==> config.mk <==
export PLATFORM = sky130hd
export DESIGN_NAME = gpu_blitter
export DESIGN_NICKNAME = d
export VERILOG_FILES = /design/src/rtl/gpu_blitter.sv
export SDC_FILE = /design/constraint.sdc
export NUM_CORES = 1
export LEC_CHECK = 0
export BUFFER_PORTS_ARGS = -buffer_cell sky130_fd_sc_hd__buf_2
export CORE_MARGIN = 3
export CORE_UTILIZATION = 45
export CTS_CLUSTER_DIAMETER = 80
export DETAILED_ROUTE_END_ITERATION = 10
export GPL_TIMING_DRIVEN = 0
export HOLD_SLACK_MARGIN = 0.05
export SLEW_MARGIN = 10
export SYNTH_ARGS = -nofsm -noshare
export SYNTH_HDL_FRONTEND = slang
export SYNTH_SLANG_ARGS = --single-unit
==> constraint.sdc <==
create_clock -name clk -period 21.8 [get_ports clk]
set_input_delay 1.09 -clock clk [delete_from_list [all_inputs] [get_ports clk]]
set_output_delay 1.09 -clock clk [all_outputs]
set_load 0.02 [all_outputs]
==> src/rtl/gpu_blitter.sv <==
// rtl/gpu_blitter.sv - 2D blit/fill engine with screen clipping, source flip and a
// one-outstanding-read memory port.
module gpu_blitter #(
  parameter int FB_WIDTH  = 400,
  parameter int FB_HEIGHT = 240,
  parameter int COORD_W   = 11,
  localparam int FXW = $clog2(FB_WIDTH),
  localparam int FYW = $clog2(FB_HEIGHT)
) (
  input  logic               clk,
  input  logic               reset,
  input  logic               cmd_valid,
  output logic               cmd_ready,
  input  logic [1:0]         cmd_op,
  input  logic [31:0]        cmd_src_addr,
  input  logic [15:0]        cmd_src_stride,
  input  logic [COORD_W-1:0] cmd_width,
  input  logic [COORD_W-1:0] cmd_height,
  input  logic [COORD_W-1:0] cmd_x,
  input  logic [COORD_W-1:0] cmd_y,
  input  logic               cmd_flip_x,
  input  logic               cmd_flip_y,
  input  logic [15:0]        cmd_color,
  output logic               mem_req,
  output logic [31:0]        mem_addr,
  input  logic               mem_gnt,
  input  logic               mem_rvalid,
  input  logic [15:0]        mem_rdata,
  output logic               fb_write,
  output logic [FXW-1:0]     fb_x,
  output logic [FYW-1:0]     fb_y,
  output logic [15:0]        fb_color,
  output logic               busy
);

  typedef enum logic [2:0] {IDLE, BLIT_REQ, BLIT_WAIT, FILL, DONE} state_t;

  localparam logic [COORD_W:0]   X_LIM = (COORD_W+1)'(FB_WIDTH);
  localparam logic [COORD_W:0]   Y_LIM = (COORD_W+1)'(FB_HEIGHT);
  localparam logic [COORD_W-1:0] ONE   = COORD_W'(1);

  state_t state, next_state;

  logic [31:0]        src_q;
  logic [15:0]        stride_q;
  logic [COORD_W-1:0] w_q, h_q, x_q, y_q;
  logic               fx_q, fy_q;
  logic [15:0]        color_q;
  logic [COORD_W-1:0] i_q, j_q;

  logic [COORD_W:0]   sx, sy;
  logic               visible, last_col, last_pix;
  logic [COORD_W-1:0] col, row;
  logic               advance, emit;
  logic [15:0]        emit_color;

  // Sign-extend the position one bit so that x+i can never alias into the visible range.
  assign sx       = {x_q[COORD_W-1], x_q} + {1'b0, i_q};
  assign sy       = {y_q[COORD_W-1], y_q} + {1'b0, j_q};
  assign visible  = !sx[COORD_W] && !sy[COORD_W] && (sx < X_LIM) && (sy < Y_LIM);
  assign last_col = (i_q == w_q - ONE);
  assign last_pix = last_col && (j_q == h_q - ONE);

  assign col      = fx_q ? (w_q - ONE - i_q) : i_q;
  assign row      = fy_q ? (h_q - ONE - j_q) : j_q;
  assign mem_addr = src_q + ((32'(row) * 32'(stride_q) + 32'(col)) << 1);

  assign busy     = (state != IDLE);

  always_ff @(posedge clk) begin
    if (reset) state <= IDLE;
    else       state <= next_state;
  end

  always_comb begin
    next_state = state;
    cmd_ready  = 1'b0;
    mem_req    = 1'b0;
    advance    = 1'b0;
    emit       = 1'b0;
    emit_color = color_q;
    case (state)
      IDLE: begin
        cmd_ready = 1'b1;
        if (cmd_valid) begin
          if (cmd_width == '0 || cmd_height == '0 || cmd_op[1]) next_state = DONE;
          else if (cmd_op[0])                                 next_state = FILL;
          else                                                next_state = BLIT_REQ;
        end
      end
      BLIT_REQ: begin
        if (!visible) begin
          advance = 1'b1;
          if (last_pix) next_state = DONE;
        end else begin
          mem_req = 1'b1;
          if (mem_gnt) next_state = BLIT_WAIT;
        end
      end
      BLIT_WAIT: begin
        if (mem_rvalid) begin
          advance    = 1'b1;
          emit       = mem_rdata[0];
          emit_color = mem_rdata;
          next_state = last_pix ? DONE : BLIT_REQ;
        end
      end
      FILL: begin
        advance = 1'b1;
        emit    = visible;
        if (last_pix) next_state = DONE;
      end
      DONE:    next_state = IDLE;
      default: next_state = IDLE;
    endcase
  end

  always_ff @(posedge clk) begin
    if (reset) begin
      src_q    <= '0;
      stride_q <= '0;
      w_q      <= '0;
      h_q      <= '0;
      x_q      <= '0;
      y_q      <= '0;
      fx_q     <= 1'b0;
      fy_q     <= 1'b0;
      color_q  <= '0;
      i_q      <= '0;
      j_q      <= '0;
      fb_write <= 1'b0;
      fb_x     <= '0;
      fb_y     <= '0;
      fb_color <= '0;
    end else begin
      if (state == IDLE && cmd_valid) begin
        src_q    <= cmd_src_addr;
        stride_q <= cmd_src_stride;
        w_q      <= cmd_width;
        h_q      <= cmd_height;
        x_q      <= cmd_x;
        y_q      <= cmd_y;
        fx_q     <= cmd_flip_x;
        fy_q     <= cmd_flip_y;
        color_q  <= cmd_color;
        i_q      <= '0;
        j_q      <= '0;
      end else if (advance) begin
        if (last_col) begin
          i_q <= '0;
          j_q <= j_q + ONE;
        end else begin
          i_q <= i_q + ONE;
        end
      end
      // Only visible pixels reach emit, so the truncated coordinates stay inside the framebuffer.
      fb_write <= emit;
      if (emit) begin
        fb_x     <= sx[FXW-1:0];
        fb_y     <= sy[FYW-1:0];
        fb_color <= emit_color;
      end
    end
  end

endmodule

Yosys cells after proc, flatten, opt, wreduce, memory -nomap -nowiden
Index checks and enable logic that the tools add are counted.
{ "word_totals": {"output_inout_bits": 69, "register_bits": 169, "input_bits": 133, "word_cells": 75} }
{ "classes": {"reduce_logical": 16, "n_mul": 1, "magnitude_cmp": 2, "mux": 22, "n_addsub": 10, "n_eq_ne": 8} }
{ "op_table": {"columns": ["operator", "count"], "rows": [
  ["$mux 11", 3],
  ["$add 32x29->32", 1],
  ["$mux 16", 2],
  ["$add 27x11->28", 1],
  ["$mul 11x16->27", 1],
  ["$add 12x11->12", 2],
  ["$add 11x1->11 const B", 2],
  ["$eq 11x11->1", 2],
  ["$logic_not 11->1", 2],
  ["$sub 11x1->11 const B", 2],
  ["$sub 11x11->11", 2],
  ["$mux 3", 7],
  ["$lt 12x8->1 const B", 1],
  ["$lt 12x9->1 const B", 1],
  ["$pmux 3 s4", 1],
  ["$eq 3x2->1 const B", 2],
  ["$mux 1", 6],
  ["$logic_and 1x1->1", 5],
  ["$ne 2x2->1 const B", 2],
  ["$eq 3x1->1 const B", 1],
  ["$logic_not 3->1", 1],
  ["$ne 3x3->1 const B", 1],
  ["$pmux 1 s3", 1],
  ["$reduce_and 3->1", 1],
  ["7 further kinds", 9]
]} }

Depth between registers and ports, before layout
Gate-level depths: netlist of run 1.
{ "logic_depth": {"ltp_word": 8, "depth_mapped": 41, "mapped_depth_nobuf": 41} }

Worst setup path after synthesis of run 1
Ideal clock, no wire load.
{ "synth_timing": {"path_kind": "register -> output", "start": "register h_q[0]", "end": "output mem_addr[31]", "path_stages_with_launch": 38, "path_buffers": 1, "setup_slack_ns": 11.552, "t_required_ns": 20.710, "arrival_time_ns": 9.158, "path_cell_list": "dfxtp_1 > inv_1 > ha_1 > inv_1 > ha_1 > nor2b_1 > o21ai_0 > a21boi_0 > o21ai_0 > a21boi_0 > o21a_1 > o31ai_1 > clkbuf_1 > o311ai_0 > fa_1 > inv_1 > fa_1 > fa_1 > [2 not listed] > inv_1 > ha_1 > a21oi_1 > nor2_1 > o31a_1 > o311a_1 > o21a_1 > o21bai_1 > nand2_1 > xor2_1 > ha_1 > a21o_1 > a21oi_1 > nor2b_1 > a31oi_1 > a31oi_1 > or4b_2 > nand3_1"} }
{ "synth_via": {"elab_chain_len": 6} }
{ "synth_rtl": {"columns": ["item", "line", "source"], "rows": [
  ["from (decl)", "46", "logic [COORD_W-1:0] w_q, h_q, x_q, y_q;"],
  ["from (signal assigned)", "140", "h_q <= cmd_height;"],
  ["$sub 11x1->11", "65", "assign row = fy_q ? (h_q - ONE - j_q) : j_q;"],
  ["$sub 11x11->11", "65", null],
  ["$mux 11", "65", null],
  ["$mul 11x16->27", "66", "assign mem_addr = src_q + ((32'(row) * 32'(stride_q) + 32'(col)) << 1);"],
  ["$add 27x11->28", "66", null],
  ["$add 32x29->32", "66", null],
  ["to (decl)", "25", "output logic [31:0] mem_addr,"]
]} }
No other way between the ends.

Worst setup path in the final report of run 1
{ "layout_timing": {"start": "register h_q[0]", "end": "output mem_addr[30]"} }
Same word-level chain as after synthesis.

==> results by group, run 1 <==
Timing
  – Endpoints failing hold: 0
  – Setup_tns: 0 ns
  – Peak Freq: 79.2 MHz
  – Worst Max-Slew Pin Slew: 1.18 ns
  – Skew final: 0.0123 ns
  – Final setup fails: 0
  – RSZ-0062 raised after global routing: false
  – Hold slack: 0.458 ns
  – Tmin final: 12.62 ns
  – Final worst setup slack: 9.18 ns
  – Final Max Slew Viols: 0
  – Period Utilization, post-route: 0.579
  – Slew HR: 0.212

Clocking
  – Insertion delay to the later sink of the worst-skew pair: 0.46 ns
  – CTS tree: yes
  – # Post-CTS Setup Buffers: 0
  – Post-CTS sizing: 0
  – Clock-pin slew on the worst setup and hold paths: 0.08 ns
  – H-tree depth: 4
  – Clock Sinks: 169
  – CTS root buf: clkbuf_16
  – Clock Tree Buf Depth: 2
  – Post-CTS Hold Buffers: 0
  – Num CTS Buffers: 17

Finish
  – Non-Filler Instances: 2848
  – Commonest non-fill, non-tap cell in the layout: nand2_1
  – Share of layout cells above drive strength 1: 0.109
  – Area delta synth->final: 13.2%
  – Highest-count cells in the layout ignoring fill and taps: nand2_1, inv_1, buf_2, a21oi_1, dfxtp_1
  – # nets final: 2789

Placed design
  – Gpl congestion: 0.923
  – Final HPWL DP: 39.4 mm
  – Placed insts: 2815
  – Pre-CTS WS: 9.77 ns
  – I/O Buffers: 201

Route
  – Antenna-violating nets left: 0
  – DRC Markers: 0
  – DRT iter0 DRCs: 945
  – First-pass iteration count of the detailed router: 7
  – Vias after detailed routing: 15260
  – DR WL/cell: 17.1 um
  – Total wire length: 48.7 mm
  – Avg Vias per Cell: 5.36

Synthesis
  – Mapped Area: 16900 um^2
  – Async SR Flop Fraction: 0
  – Synth Flop Type: dfxtp_1
  – Synth top area cells: dfxtp_1, fa_1, ha_1
  – Post-synth top area cell: dfxtp_1
  – Sequential area share after synthesis: 0.201
  – Post-synth EDFFs: 0
  – Simple-Gate Fraction of Synth Area: 0.219
  – Netlist cell types: 73
  – Syn avg cell area: 7.86 um^2
  – Syn nets: 2569
  – Mux share of post-synthesis cell area: 0.0315
  – Post-Synth Adder-Cell Area: 0.278
  – Synth Warn #: 0
  – Synth top area share: 0.201
  – Largest family of logic cells by synthesized area: adder cells
  – Synth Area in Compound Gates: 0.151
  – Register bit total from synthesis: 169
  – Post-synthesis instance total: 2146
  – Synth Area in XOR/XNOR: 0.0467

Critical path
  – Slowest cell delay on critical path: 0.72 ns
  – CP top delay family: compound AO/OA/AOI/OAI gates
  – Worst-path cell with the longest stage delay: o31ai_1
  – CP Class: flop to primary output
  – Startpoint Class: flop
  – Worst EP arrival: 11.53 ns
  – Buf/Inv on CP: 6
  – Crit-path max FO: 10
  – CP Capture Type: primary output
  – CP required: 20.71 ns
  – Most used cell along the critical path: fa_1

Floorplanning
  – Die Span Y: 200 um
  – Initial core utilization: 0.459
  – Die Span X: 200 um
  – Row count: 70
  – I/O pin total: 202
  – Die area: 39900 um^2
  – CORE AREA: 36800 um^2

Power and ir drop
  – Peak VDD IR: 101 uV
  – LEAKAGE: 0.00838 uW
  – Power, Total: 1110 uW
  – Total power per unit cell area: 58.0 nW/um^2

Run status
  – Status: complete, no violations

GRT
  – Vias in the first global route: 14832
  – Global router's overall resource usage: 0.248
  – First-pass GRT wire length: 77.4 mm
  – Largest net degree at the start of global routing: 19
  – Grt total ovfl: 0
  – Initial antenna violation count: 6

Min path
  – HP Class: flop to flop

Flow run
  – MaxCap Viol Count: 0
[per-stage QoR]
step	cell area [um^2]	utilization
after CTS	19100	0.519
after global placement	18500	0.502
after floorplan	16900	-
after global routing	19100	0.519
final	19100	0.519
after detailed placement	18500	0.502
[cell families after synthesis]
| family | after synthesis |
|---|---|
| muxes | 53 |
| and+or+nand+nor | 814 |
| adders and majority gates | 290 |
| xor gates and xnor gates | 90 |
| buffers and inverters | 325 |
| DFF | 169 |
| AOI/OAI and AO/OA | 405 |
[cell type report]
| cell class | instances | area (um^2) |
|---|---|---|
| Tap cell | 468 | 586 |
| Timing Repair Buffer | 201 | 1010 |
| Buffer | 103 | 400 |
| Fill cell | 3628 | 17700 |
| Clock buffer | 18 | 439 |
| Multi-Input combinational cell | 1652 | 12300 |
| Sequential cell | 169 | 3380 |
| Inverter | 222 | 833 |
| Clock inverter | 14 | 196 |
| Antenna cell | 1 | 2.50 |
[synthesized netlist by cell type (11+ instances only)]
master / instances
or3_1: 16
nand2b_1: 23
nor2_1: 160
dfxtp_1: 169
nor4_1: 12
mux2i_1: 52
a21o_1: 15
ha_1: 148
nand3_1: 29
and2_1: 46
xnor2_1: 61
nor2b_1: 56
nand4_1: 11
fa_1: 142
inv_1: 222
o21a_1: 15
a21oi_1: 195
o21ai_0: 49
nand2_1: 388
xor2_1: 29
o211ai_1: 11
nor3_1: 37
clkbuf_1: 95
and3_1: 11
a211oi_1: 30
[final timing paths]
check	startpoint	to	slack (ns)	cells past startpoint
worst max-delay path	h_q[0]$_SDFFE_PP0P_	mem_addr[30]	9.18	38
worst max register to register	i_q[0]$_SDFFE_PP0P_	fb_x[7]$_SDFFE_PP0P_	17.44	13
worst min-delay path	color_q[10]$_SDFFE_PP0P_	color_q[10]$_SDFFE_PP0P_	0.46	2
worst min register to register	color_q[10]$_SDFFE_PP0P_	color_q[10]$_SDFFE_PP0P_	0.46	2
[flip-flops by register name, indices dropped and copies added, names as in the netlist]
register / cells
src_q: 32
color_q: 16
fb_color: 16
stride_q: 16
h_q: 11
i_q: 11
j_q: 11
w_q: 11
x_q: 11
y_q: 11
fb_x: 9
fb_y: 8
state: 3
fb_write: 1
fx_q: 1
fy_q: 1
[worst reg2reg max path, delay by kind of cell, from the launching register on]
family | cells | cell delay, ns
AO/OA/AOI/OAI | 4 | 1.36
AND/OR/NAND/NOR | 4 | 0.88
adder cells (fa/ha/maj) | 2 | 0.69
flip-flops | 1 | 0.63
buffers and inverters | 2 | 0.45
multiplexers | 1 | 0.22
[routing by layer]
layer / vias up / track usage / wire length (um)
met5: - / 0 / 18
met4: 4 / 0.0770 / 1310
met3: 63 / 0.0538 / 3080
met2: 385 / 0.395 / 21600
met1: 7225 / 0.340 / 22700
li1: 7583 / - / -
[report_power, final]
part	leakage, uW	switching, uW	internal [uW]	total, uW
clock	0.000308	155	179	334
sequential	0.00138	16.5	327	344
combinational	0.00669	271	158	430
Note: power is estimated with default switching activity, not from simulation.
==> run 2, diff against run 1 <==
Clock period 21.8 ns to 12.02 ns, I/O delays scaled along.
==> run 2 against run 1 <==
Sequential cell count is the same; clock power grew 82%; sequential share of layout area shrank 0.064 points; via count grew 0.28%.
==> results by group, run 2 (same netlist as run 1, synthesis figures left out) <==
Critical path
  – Worst-path cell with the longest stage delay: or4b_2
  – Most used cell along the critical path: fa_1
  – Slowest cell delay on critical path: 0.63 ns
  – Reg-to-Reg End: fb_x[7]$_SDFFE_PP0P_
  – CP Class: flop to primary output
  – Startpoint Class: flop
  – CP Capture Type: primary output
  – Crit-path max FO: 10
  – R2R Setup Slk: 7.62 ns
  – Worst EP arrival: 10.83 ns
  – Worst R2R Start: i_q[0]$_SDFFE_PP0P_
  – Reg2reg path depth: 13
  – CP required: 11.42 ns

GRT
  – First-pass GRT wire length: 77.4 mm
  – Grt total ovfl: 0
  – Vias in the first global route: 14835
  – Largest net degree at the start of global routing: 19
  – Global router's overall resource usage: 0.248
  – Initial antenna violation count: 6

Timing
  – Endpoints failing hold: 0
  – Setup_tns: 0 ns
  – Final setup fails: 0
  – Peak Freq: 87.5 MHz
  – RSZ-0062 raised after global routing: false
  – Final Max Slew Viols: 0
  – Tmin final: 11.43 ns
  – Worst Max-Slew Pin Slew: 1.21 ns
  – Skew final: 0.0122 ns
  – Period Utilization, post-route: 0.951
  – Slew HR: 0.193

Clocking
  – CTS root buf: clkbuf_16
  – Num CTS Buffers: 17
  – Clock Sinks: 169
  – H-tree depth: 4
  – Clock-pin slew on the worst setup and hold paths: 0.08 ns
  – Clock Tree Buf Depth: 2
  – Post-CTS Hold Buffers: 0
  – CTS tree: yes
  – Insertion delay to the later sink of the worst-skew pair: 0.46 ns

Floorplanning
  – I/O pin total: 202
  – Die area: 39900 um^2
  – Initial core utilization: 0.459
  – Die Span X: 200 um
  – CORE AREA: 36800 um^2
  – Die Span Y: 200 um
  – Row count: 70

Placed design
  – DP Area: 18500 um^2
  – Placed insts: 2815
  – I/O Buffers: 201
  – Gpl congestion: 0.923
  – Final HPWL DP: 39.4 mm

Finish
  – Max reg flops: 32
  – Finished Cell Area: 19200 um^2
  – Share of layout cells above drive strength 1: 0.114
  – Commonest non-fill, non-tap cell in the layout: nand2_1
  – Most flops, register: src_q
  – Highest-count cells in the layout ignoring fill and taps: nand2_1, inv_1, buf_2, a21oi_1, dfxtp_1
  – # nets final: 2789
  – Area delta synth->final: 13.6%
  – Non-Filler Instances: 2848

Power and ir drop
  – LEAKAGE: 0.00840 uW
  – Total power per unit cell area: 105 nW/um^2
  – Pint: 1210 uW
  – Comb pwr share: 0.391
  – Reg power frac: 0.309
  – Peak VDD IR: 183 uV
  – Net Sw Power: 811 uW
  – Clock power share: 0.300
  – Switching share of power: 0.401

Route
  – DRT iter0 DRCs: 887
  – Avg Vias per Cell: 5.37
  – Antenna-violating nets left: 0
  – Vias after detailed routing: 15303
  – First-pass iteration count of the detailed router: 6
  – Total wire length: 48.9 mm
  – DRC Markers: 0
  – DR WL/cell: 17.2 um

Run status
  – Status: complete, no violations

Min path
  – Worst hold path endpoint: src_q[27]$_SDFFE_PP0P_
  – Hold depth: 3
  – HP Class: input port to flop
  – Hold path start: cmd_src_addr[27]

Flow run
  – MaxCap Viol Count: 0
==> run 2: cell counts in the layout (fill, tap and decap cells not counted) <==
No cell type changed its count.
==> run 2: worst max path at each step <==
stage	start	to	slack [ns]	cells after the start
after floorplan	h_q[0]$_SDFFE_PP0P_	mem_addr[31]	2.26	37
after global placement	h_q[0]$_SDFFE_PP0P_	mem_addr[30]	0.53	38
after detailed placement	h_q[0]$_SDFFE_PP0P_	mem_addr[30]	0.48	38
after CTS	h_q[0]$_SDFFE_PP0P_	mem_addr[31]	0.07	38
after global routing	h_q[0]$_SDFFE_PP0P_	mem_addr[30]	0.03	38
final	h_q[0]$_SDFFE_PP0P_	mem_addr[31]	0.59	38
==> run 2: routing by layer <==
metal  up-vias  track usage  wire [um]
met3        65       0.0541       3200
met5         -            0         18
met2       445        0.394      21600
met1      7215        0.340      22700
met4         4       0.0773       1320
li1       7574            -          -
==> run 2: repair_timing <==
action | in CTS | in global routing
pin swaps | 0 | 0
setup endpoints to repair | 1 | 11
buffers inserted | 0 | 0
gates resized for setup | 1 | 23
==> run 2: per-stage QoR <==
stage / hold WS [ns] / worst slack (ns) / total power (uW) / util
detailed placement: 0.449 / 0.479 / 1410 / 0.502
global placement: 0.444 / 0.531 / 1400 / 0.502
CTS: 0.341 / 0.0657 / 2020 / 0.519
global route: 0.349 / 0.0327 / 2160 / 0.521
floorplan: 0.436 / 2.26 / 1190 / -
finish: 0.364 / 0.588 / 2020 / 0.521
==> run 2: power by group through the flow <==
stage	combinational [uW]	sequential, uW	clock [uW]
after floorplan	562	628	0
after global placement	768	635	0
after detailed placement	777	636	0
after CTS	782	623	620
after global routing	887	628	642
final	791	624	607
==> run 2: critical path, delay by kind of cell, from the launching register on <==
family                   cells  cell delay [ns]
AO/OA/AOI/OAI               15             3.64
XOR/XNOR                     1             0.21
adder cells (fa/ha/maj)      9             3.66
buffers and inverters        5             0.68
flip-flops                   1             0.45
AND/OR/NAND/NOR              8             1.69
==> run 2: area by class of cell <==
class / count / area [um^2]
diodes: 1 / 2.50
fillers: 3619 / 17600
clock inverters: 14 / 196
inverters: 222 / 833
multi-input cells: 1652 / 12300
plain buffers: 103 / 409
well taps: 468 / 586
clock buffers: 18 / 439
flip-flops and latches: 169 / 3380
repair buffers: 201 / 1010
